===== config.mk =====
export PLATFORM = sky130hd
export DESIGN_NAME = elastic_pipe_stage
export DESIGN_NICKNAME = d
export VERILOG_FILES = /design/src/rtl/pipe_pkg.sv /design/src/rtl/sat_counter.sv /design/src/rtl/elastic_pipe_stage.sv
export SDC_FILE = /design/constraint.sdc
export NUM_CORES = 1
export LEC_CHECK = 0
export ABC_AREA = 1
export BUFFER_PORTS_ARGS = -buffer_cell sky130_fd_sc_hd__buf_2
export CAP_MARGIN = 10
export CORE_ASPECT_RATIO = 0.8
export CORE_UTILIZATION = 53
export CTS_CLUSTER_SIZE = 30
export DETAILED_ROUTE_END_ITERATION = 6
export GPL_ROUTABILITY_DRIVEN = 1
export PLACE_DENSITY = 0.78
export SLEW_MARGIN = 15
export SYNTH_ARGS = -nofsm -noshare
export SYNTH_HDL_FRONTEND = slang
export SYNTH_SLANG_ARGS = --single-unit

===== constraint.sdc =====
create_clock -name clk -period 1.6 [get_ports clk]
set_input_delay 0.32 -clock clk [delete_from_list [all_inputs] [get_ports clk]]
set_output_delay 0.32 -clock clk [all_outputs]
set_load 0.01 [all_outputs]

===== src/rtl/pipe_pkg.sv =====
// Shared pipeline-stage types: occupancy state of an elastic
// inter-stage register, used by every stage and the hazard unit.
package pipe_pkg;

  typedef enum logic [1:0] {
    PS_EMPTY = 2'd0,
    PS_BUSY  = 2'd1,
    PS_FULL  = 2'd2
  } pstate_e;

  localparam logic [1:0] OCC_EMPTY = 2'd0;
  localparam logic [1:0] OCC_BUSY  = 2'd1;
  localparam logic [1:0] OCC_FULL  = 2'd2;

  // Number of entries held in a given state.
  function automatic logic [1:0] occ_of(pstate_e s);
    logic [1:0] o;
    o = OCC_EMPTY;
    unique case (s)
      PS_EMPTY: o = OCC_EMPTY;
      PS_BUSY:  o = OCC_BUSY;
      PS_FULL:  o = OCC_FULL;
      default:  o = OCC_EMPTY;
    endcase
    return o;
  endfunction

endpackage


===== src/rtl/sat_counter.sv =====
// Saturating up-counter with enable and synchronous clear.
// Holds at all-ones once reached; only rst or clear brings it back.
module sat_counter #(
  parameter int W = 16
) (
  input  logic         clk,
  input  logic         rst,
  input  logic         i_clr,
  input  logic         i_en,
  output logic [W-1:0] o_cnt
);

  localparam logic [W-1:0] CNT_MAX = '1;

  logic [W-1:0] r_cnt;
  logic         w_inc;

  assign w_inc = i_en && (r_cnt != CNT_MAX);

  // count enabled cycles, stop at the maximum
  always_ff @(posedge clk) begin
    if (rst || i_clr) begin
      r_cnt <= '0;
    end else if (w_inc) begin
      r_cnt <= r_cnt + 1'b1;
    end
  end

  assign o_cnt = r_cnt;

endmodule


===== src/rtl/elastic_pipe_stage.sv =====
// Elastic inter-stage register: valid/ready handshake, flush,
// optional 2-entry skid buffer and saturating stall counter.
module elastic_pipe_stage
  import pipe_pkg::*;
#(
  parameter int DATA_W      = 32,
  parameter bit SKID        = 1'b1,
  parameter bit RESET_DATA  = 1'b1,
  parameter int STALL_CNT_W = 16
) (
  input  logic                   clk,
  input  logic                   rst,
  input  logic                   flush,
  input  logic                   in_valid,
  output logic                   in_ready,
  input  logic [DATA_W-1:0]      in_data,
  output logic                   out_valid,
  input  logic                   out_ready,
  output logic [DATA_W-1:0]      out_data,
  output logic [1:0]             occupancy,
  output logic [STALL_CNT_W-1:0] stall_cnt
);

  pstate_e           r_state;
  pstate_e           w_state_nxt;
  logic              w_in_ready;
  logic              w_out_valid;
  logic              w_in_fire;
  logic              w_out_fire;
  logic              w_main_ld;
  logic              w_main_from_skid;
  logic              w_skid_ld;
  logic              w_stall;
  logic [DATA_W-1:0] r_main;
  logic [DATA_W-1:0] w_skid_q;
  logic [DATA_W-1:0] w_main_d;
  logic [1:0]        r_occ;

  assign w_out_valid = (r_state != PS_EMPTY);
  assign w_in_fire   = in_valid && w_in_ready;
  assign w_out_fire  = w_out_valid && out_ready;
  assign w_stall     = w_out_valid && !out_ready;

  // state register
  always_ff @(posedge clk) begin
    if (rst) begin
      r_state <= PS_EMPTY;
    end else begin
      r_state <= w_state_nxt;
    end
  end

  // next-state: flush empties the stage, else fill/drain
  always_comb begin
    w_state_nxt = r_state;
    if (flush) begin
      w_state_nxt = PS_EMPTY;
    end else begin
      unique case (r_state)
        PS_EMPTY: begin
          if (w_in_fire) w_state_nxt = PS_BUSY;
        end
        PS_BUSY: begin
          if (w_in_fire && !w_out_fire && SKID)
            w_state_nxt = PS_FULL;
          else if (!w_in_fire && w_out_fire)
            w_state_nxt = PS_EMPTY;
        end
        PS_FULL: begin
          if (w_out_fire) w_state_nxt = PS_BUSY;
        end
        default: w_state_nxt = PS_EMPTY;
      endcase
    end
  end

  // outputs: register load strobes per state
  always_comb begin
    w_main_ld        = 1'b0;
    w_main_from_skid = 1'b0;
    w_skid_ld        = 1'b0;
    unique case (r_state)
      PS_EMPTY: begin
        w_main_ld = w_in_fire;
      end
      PS_BUSY: begin
        w_main_ld = w_in_fire && w_out_fire;
        w_skid_ld = w_in_fire && !w_out_fire;
      end
      PS_FULL: begin
        w_main_ld        = w_out_fire;
        w_main_from_skid = 1'b1;
      end
      default: begin
        w_main_ld = 1'b0;
      end
    endcase
  end

  assign w_main_d = w_main_from_skid ? w_skid_q : in_data;

  // main entry: loads only on accept/advance, so it stays stable under stall
  always_ff @(posedge clk) begin
    if (RESET_DATA && (rst || flush)) begin
      r_main <= '0;
    end else if (w_main_ld && !flush) begin
      r_main <= w_main_d;
    end
  end

  generate
    if (SKID) begin : g_skid
      logic              r_in_ready;
      logic [DATA_W-1:0] r_skid;

      // in_ready is a flop so out_ready never reaches it combinationally
      always_ff @(posedge clk) begin
        if (rst) begin
          r_in_ready <= 1'b1;
        end else begin
          r_in_ready <= (w_state_nxt != PS_FULL);
        end
      end

      // skid entry catches the beat that arrives while main is stalled
      always_ff @(posedge clk) begin
        if (RESET_DATA && (rst || flush)) begin
          r_skid <= '0;
        end else if (w_skid_ld && !flush) begin
          r_skid <= in_data;
        end
      end

      assign w_in_ready = r_in_ready || flush;
      assign w_skid_q   = r_skid;
    end else begin : g_noskid
      logic w_unused;

      assign w_unused   = w_skid_ld;
      assign w_in_ready = !w_out_valid || out_ready || flush;
      assign w_skid_q   = '0;
    end
  endgenerate

  // occupancy tracks the next state so it is registered
  always_ff @(posedge clk) begin
    if (rst) begin
      r_occ <= OCC_EMPTY;
    end else begin
      r_occ <= occ_of(w_state_nxt);
    end
  end

  sat_counter #(
    .W(STALL_CNT_W)
  ) u_stall_cnt (
    .clk   (clk),
    .rst   (rst),
    .i_clr (1'b0),
    .i_en  (w_stall),
    .o_cnt (stall_cnt)
  );

  assign in_ready  = w_in_ready;
  assign out_valid = w_out_valid;
  assign out_data  = r_main;
  assign occupancy = r_occ;

endmodule


==> results.md <==
* I/O pin total at 89
* Crit. End Element: flop
* Synth Net Count at 557
* RSZ-0062 raised after global routing: false
* Cell area after synthesis at 3750 sq um
* Sw frac at 21.3%
* Starting Density at 54.8%
* Vias in the first global route at 3087
* Max clock buf depth at 2
* Compound-Gate Fraction of Synth Area at 18.7%
* DRC viols at 0
* VDD IR max at 0.000781 V
* Clock share of power at 45.3%
* Synth Area in XOR/XNOR at 1.40%
* Count of different cell masters after synthesis at 26
* DIE WIDTH at 96.1 microns
* Area contributors post-synth: dfxtp_1 (45%), nand2_1 (15%), a211oi_1 (6.4%)
* Total CTS buffers at 9
* Crit path max fanout at 15
* Largest area contributor in the netlist: dfxtp_1
* CTS tree: done
* FMAX at 0.684 GHz
* Post-Synth Adder-Cell Area at 0.333%
* Period utilization at 91.3%
* Layout cells sized above 1 at 25.2%
* Total power at 4.51 mW
* Share of the synthesized area in the top cell type at 45.3%
* Worst R2R Start: r_state[1]$_SDFF_PP0_
* # fillers at 569
* Req. time, crit path at 1.88 ns
* Final antenna-violating net count at 0
* Die Y at 77.3 microns
* Outcome: completed
* Post-Synth Simple-Gate Area at 25.0%
* Initial antenna violation count at 0
* GRT overflow at 0
* Total of max-cap violations at 0
* FF+latch area at 1700 sq um
* Die area at 7430 sq um
* Hold Startpoint: in_data[3]
* IO buf count at 88
* Clk Latency, worst-skew pair at 0.35 ns
* NetSw at 0.961 mW
* Mux share of post-synthesis cell area at 0%
* WP data arrival at 1.74 ns
* Footprint of the multi-input gates at 1720 sq um
* Gr usage total at 24.0%
* Number of iterations in the first detailed-routing pass at 5
* # H-tree levels at 3
* Vias/cell at 5.07
* Most frequent cells in the layout: nand2_1 (148), buf_2 (88), dfxtp_1 (83)
* Yosys warning count at 0
* Delay-heaviest family, CP: buffers and inverters
* Buffers & Inverters on Critical Path at 3
* Seq/Total Area, Yosys at 45.3%
* Area Growth Syn to Fin at 25.6%
* Nets at 651
* Final Max Tran Viols at 0
* GPL Wtd Cong at 0.796
* CTS Root Cell: clkbuf_8
* Slew HR at 80.5%
* Core area at 6860 sq um
* Setup TNS Final at 0 ns
* Avg WL per Cell at 12.0 microns
* Final hold vios at 0
* Most frequent CP cell: inv_2
* Slowest library cell on the worst path: dfxtp_1
* Pin count of the biggest net entering global routing at 65
* Biggest cell delay along the critical path at 0.35 ns
* Dpl hpwl at 5850 microns
* Int Pwr at 3.55 mW
* Hold Crit Class: in2reg
* First-pass GRT wire length at 13900 microns
* Crit path cell chain: inv_2 -> a21oi_4 -> nor2_1 -> nand2_2 -> inv_2 -> buf_12 -> nand2_1 -> a21oi_1
* Startpoint types: flop
* Via count at 3575
* Commonest non-fill, non-tap cell in the layout: nand2_1
* Tmin final at 1.46 ns
* DR iter-0 viols at 162
* Critical path type: reg2reg
* Clock slew at reported path FFs at 0.08 ns
* Slew @ Worst Pin at 0.293 ns
* Yosys reg bits at 85
* Skew final at 0.00723 ns
* Drt total wl at 8490 microns
* Power share of the sequential group at 47.7%
* Cells after Synth at 519
* Combinational Power Share at 6.9%
* Clock sinks at 85
* Pleak at 2.02 nW
* Power Density at 956 nW/um^2
* Average size of a mapped cell at 7.23 sq um
* Final setup fails at 0
* Worst Setup SP: r_state[1]$_SDFF_PP0_
* Antenna cells at 0
* Site Rows at 27
* Largest family of logic cells by synthesized area: simple AND/OR/NAND/NOR gates
metal layers:
metal / vias to the layer above / global-route usage (%) / wire length (microns)
li1: 1863 / - / -
met4: 0 / 5.07 / 35
met3: 4 / 7.84 / 529
met5: - / 0 / 0
met2: 98 / 37.5 / 3890
met1: 1610 / 32.0 / 4040
per-stage QoR:
step	hold slack (ns)	util [%]	cell area (sq um)	instances	setup WS (ns)
floorplan	0.382	-	3750	519	0.0760
global route	0.232	68.8	4720	705	0.00861
CTS	0.233	68.3	4680	704	0.0568
global placement	0.445	64.2	4400	688	0.143
detailed placement	0.448	64.2	4400	688	0.0772
finish	0.248	68.8	4720	705	0.138
path summary, 6_finish.rpt:
kind	to	slack, ns	cells past startpoint
setup / recovery	out_data[9]$_SDFFE_PP0P_	0.14	8
hold / removal	g_skid.r_skid[3]$_SDFFE_PP0P_	0.25	3
setup reg to reg	out_data[9]$_SDFFE_PP0P_	0.14	8
hold reg to reg	g_skid.r_skid[3]$_SDFFE_PP0P_	0.46	2
power by group through the flow:
| stage | Sequential [mW] | Clock, mW | Combinational, mW |
|---|---|---|---|
| finish | 2.15 | 2.05 | 0.312 |
| detailed placement | 2.20 | 0 | 0.307 |
| CTS | 2.15 | 2.08 | 0.309 |
| global route | 2.16 | 2.18 | 0.346 |
| floorplan | 2.21 | 0 | 0.160 |
| global placement | 2.20 | 0 | 0.302 |
final cells by class:
| type | count | area share, % |
|---|---|---|
| inverters | 50 | 3.98 |
| clock inverters | 5 | 2.73 |
| well taps | 87 | 2.31 |
| repair buffers | 111 | 15.1 |
| multi-input cells | 356 | 36.5 |
| clock buffers | 11 | 3.21 |
| flip-flops and latches | 85 | 36.1 |
tightest hold or removal path, stage by stage:
cell and delay (ns):
buf_2 0.10, nor2_1 0.09, a211oi_1 0.04
synth_stat cells (all sizes together):
master,instances
nand2,153
dfxtp,85
nor2,62
inv,50
a21oi,47
o21ai,35
a211oi,32
buf,21
nand3,11
clkbuf,7
nand4,7
xor2,4
xnor2,2
ha,1
nor3,1
or2,1
kinds of logic after synthesis:
| group | Yosys count |
|---|---|
| AOI/OAI and AO/OA | 114 |
| xor gates and xnor gates | 6 |
| adders and majority gates | 1 |
| buffers and inverters | 78 |
| DFF | 85 |
| and+or+nand+nor | 235 |
state kept, by name, indices dropped and copies added, names as in the netlist:
name               flops
u_stall_cnt.o_cnt     16
occupancy              2
out_data              32
g_skid.r_in_ready      1
g_skid.r_skid         32
r_state                2
what timing repair did:
action | 4_1_cts | 5_1_grt
endpoints found under the setup margin | 0 | 13
resized for setup | 0 | 6
buffers inserted | 0 | 1
hold buffers | 0 | 0
(Power assumes the default switching activity.)
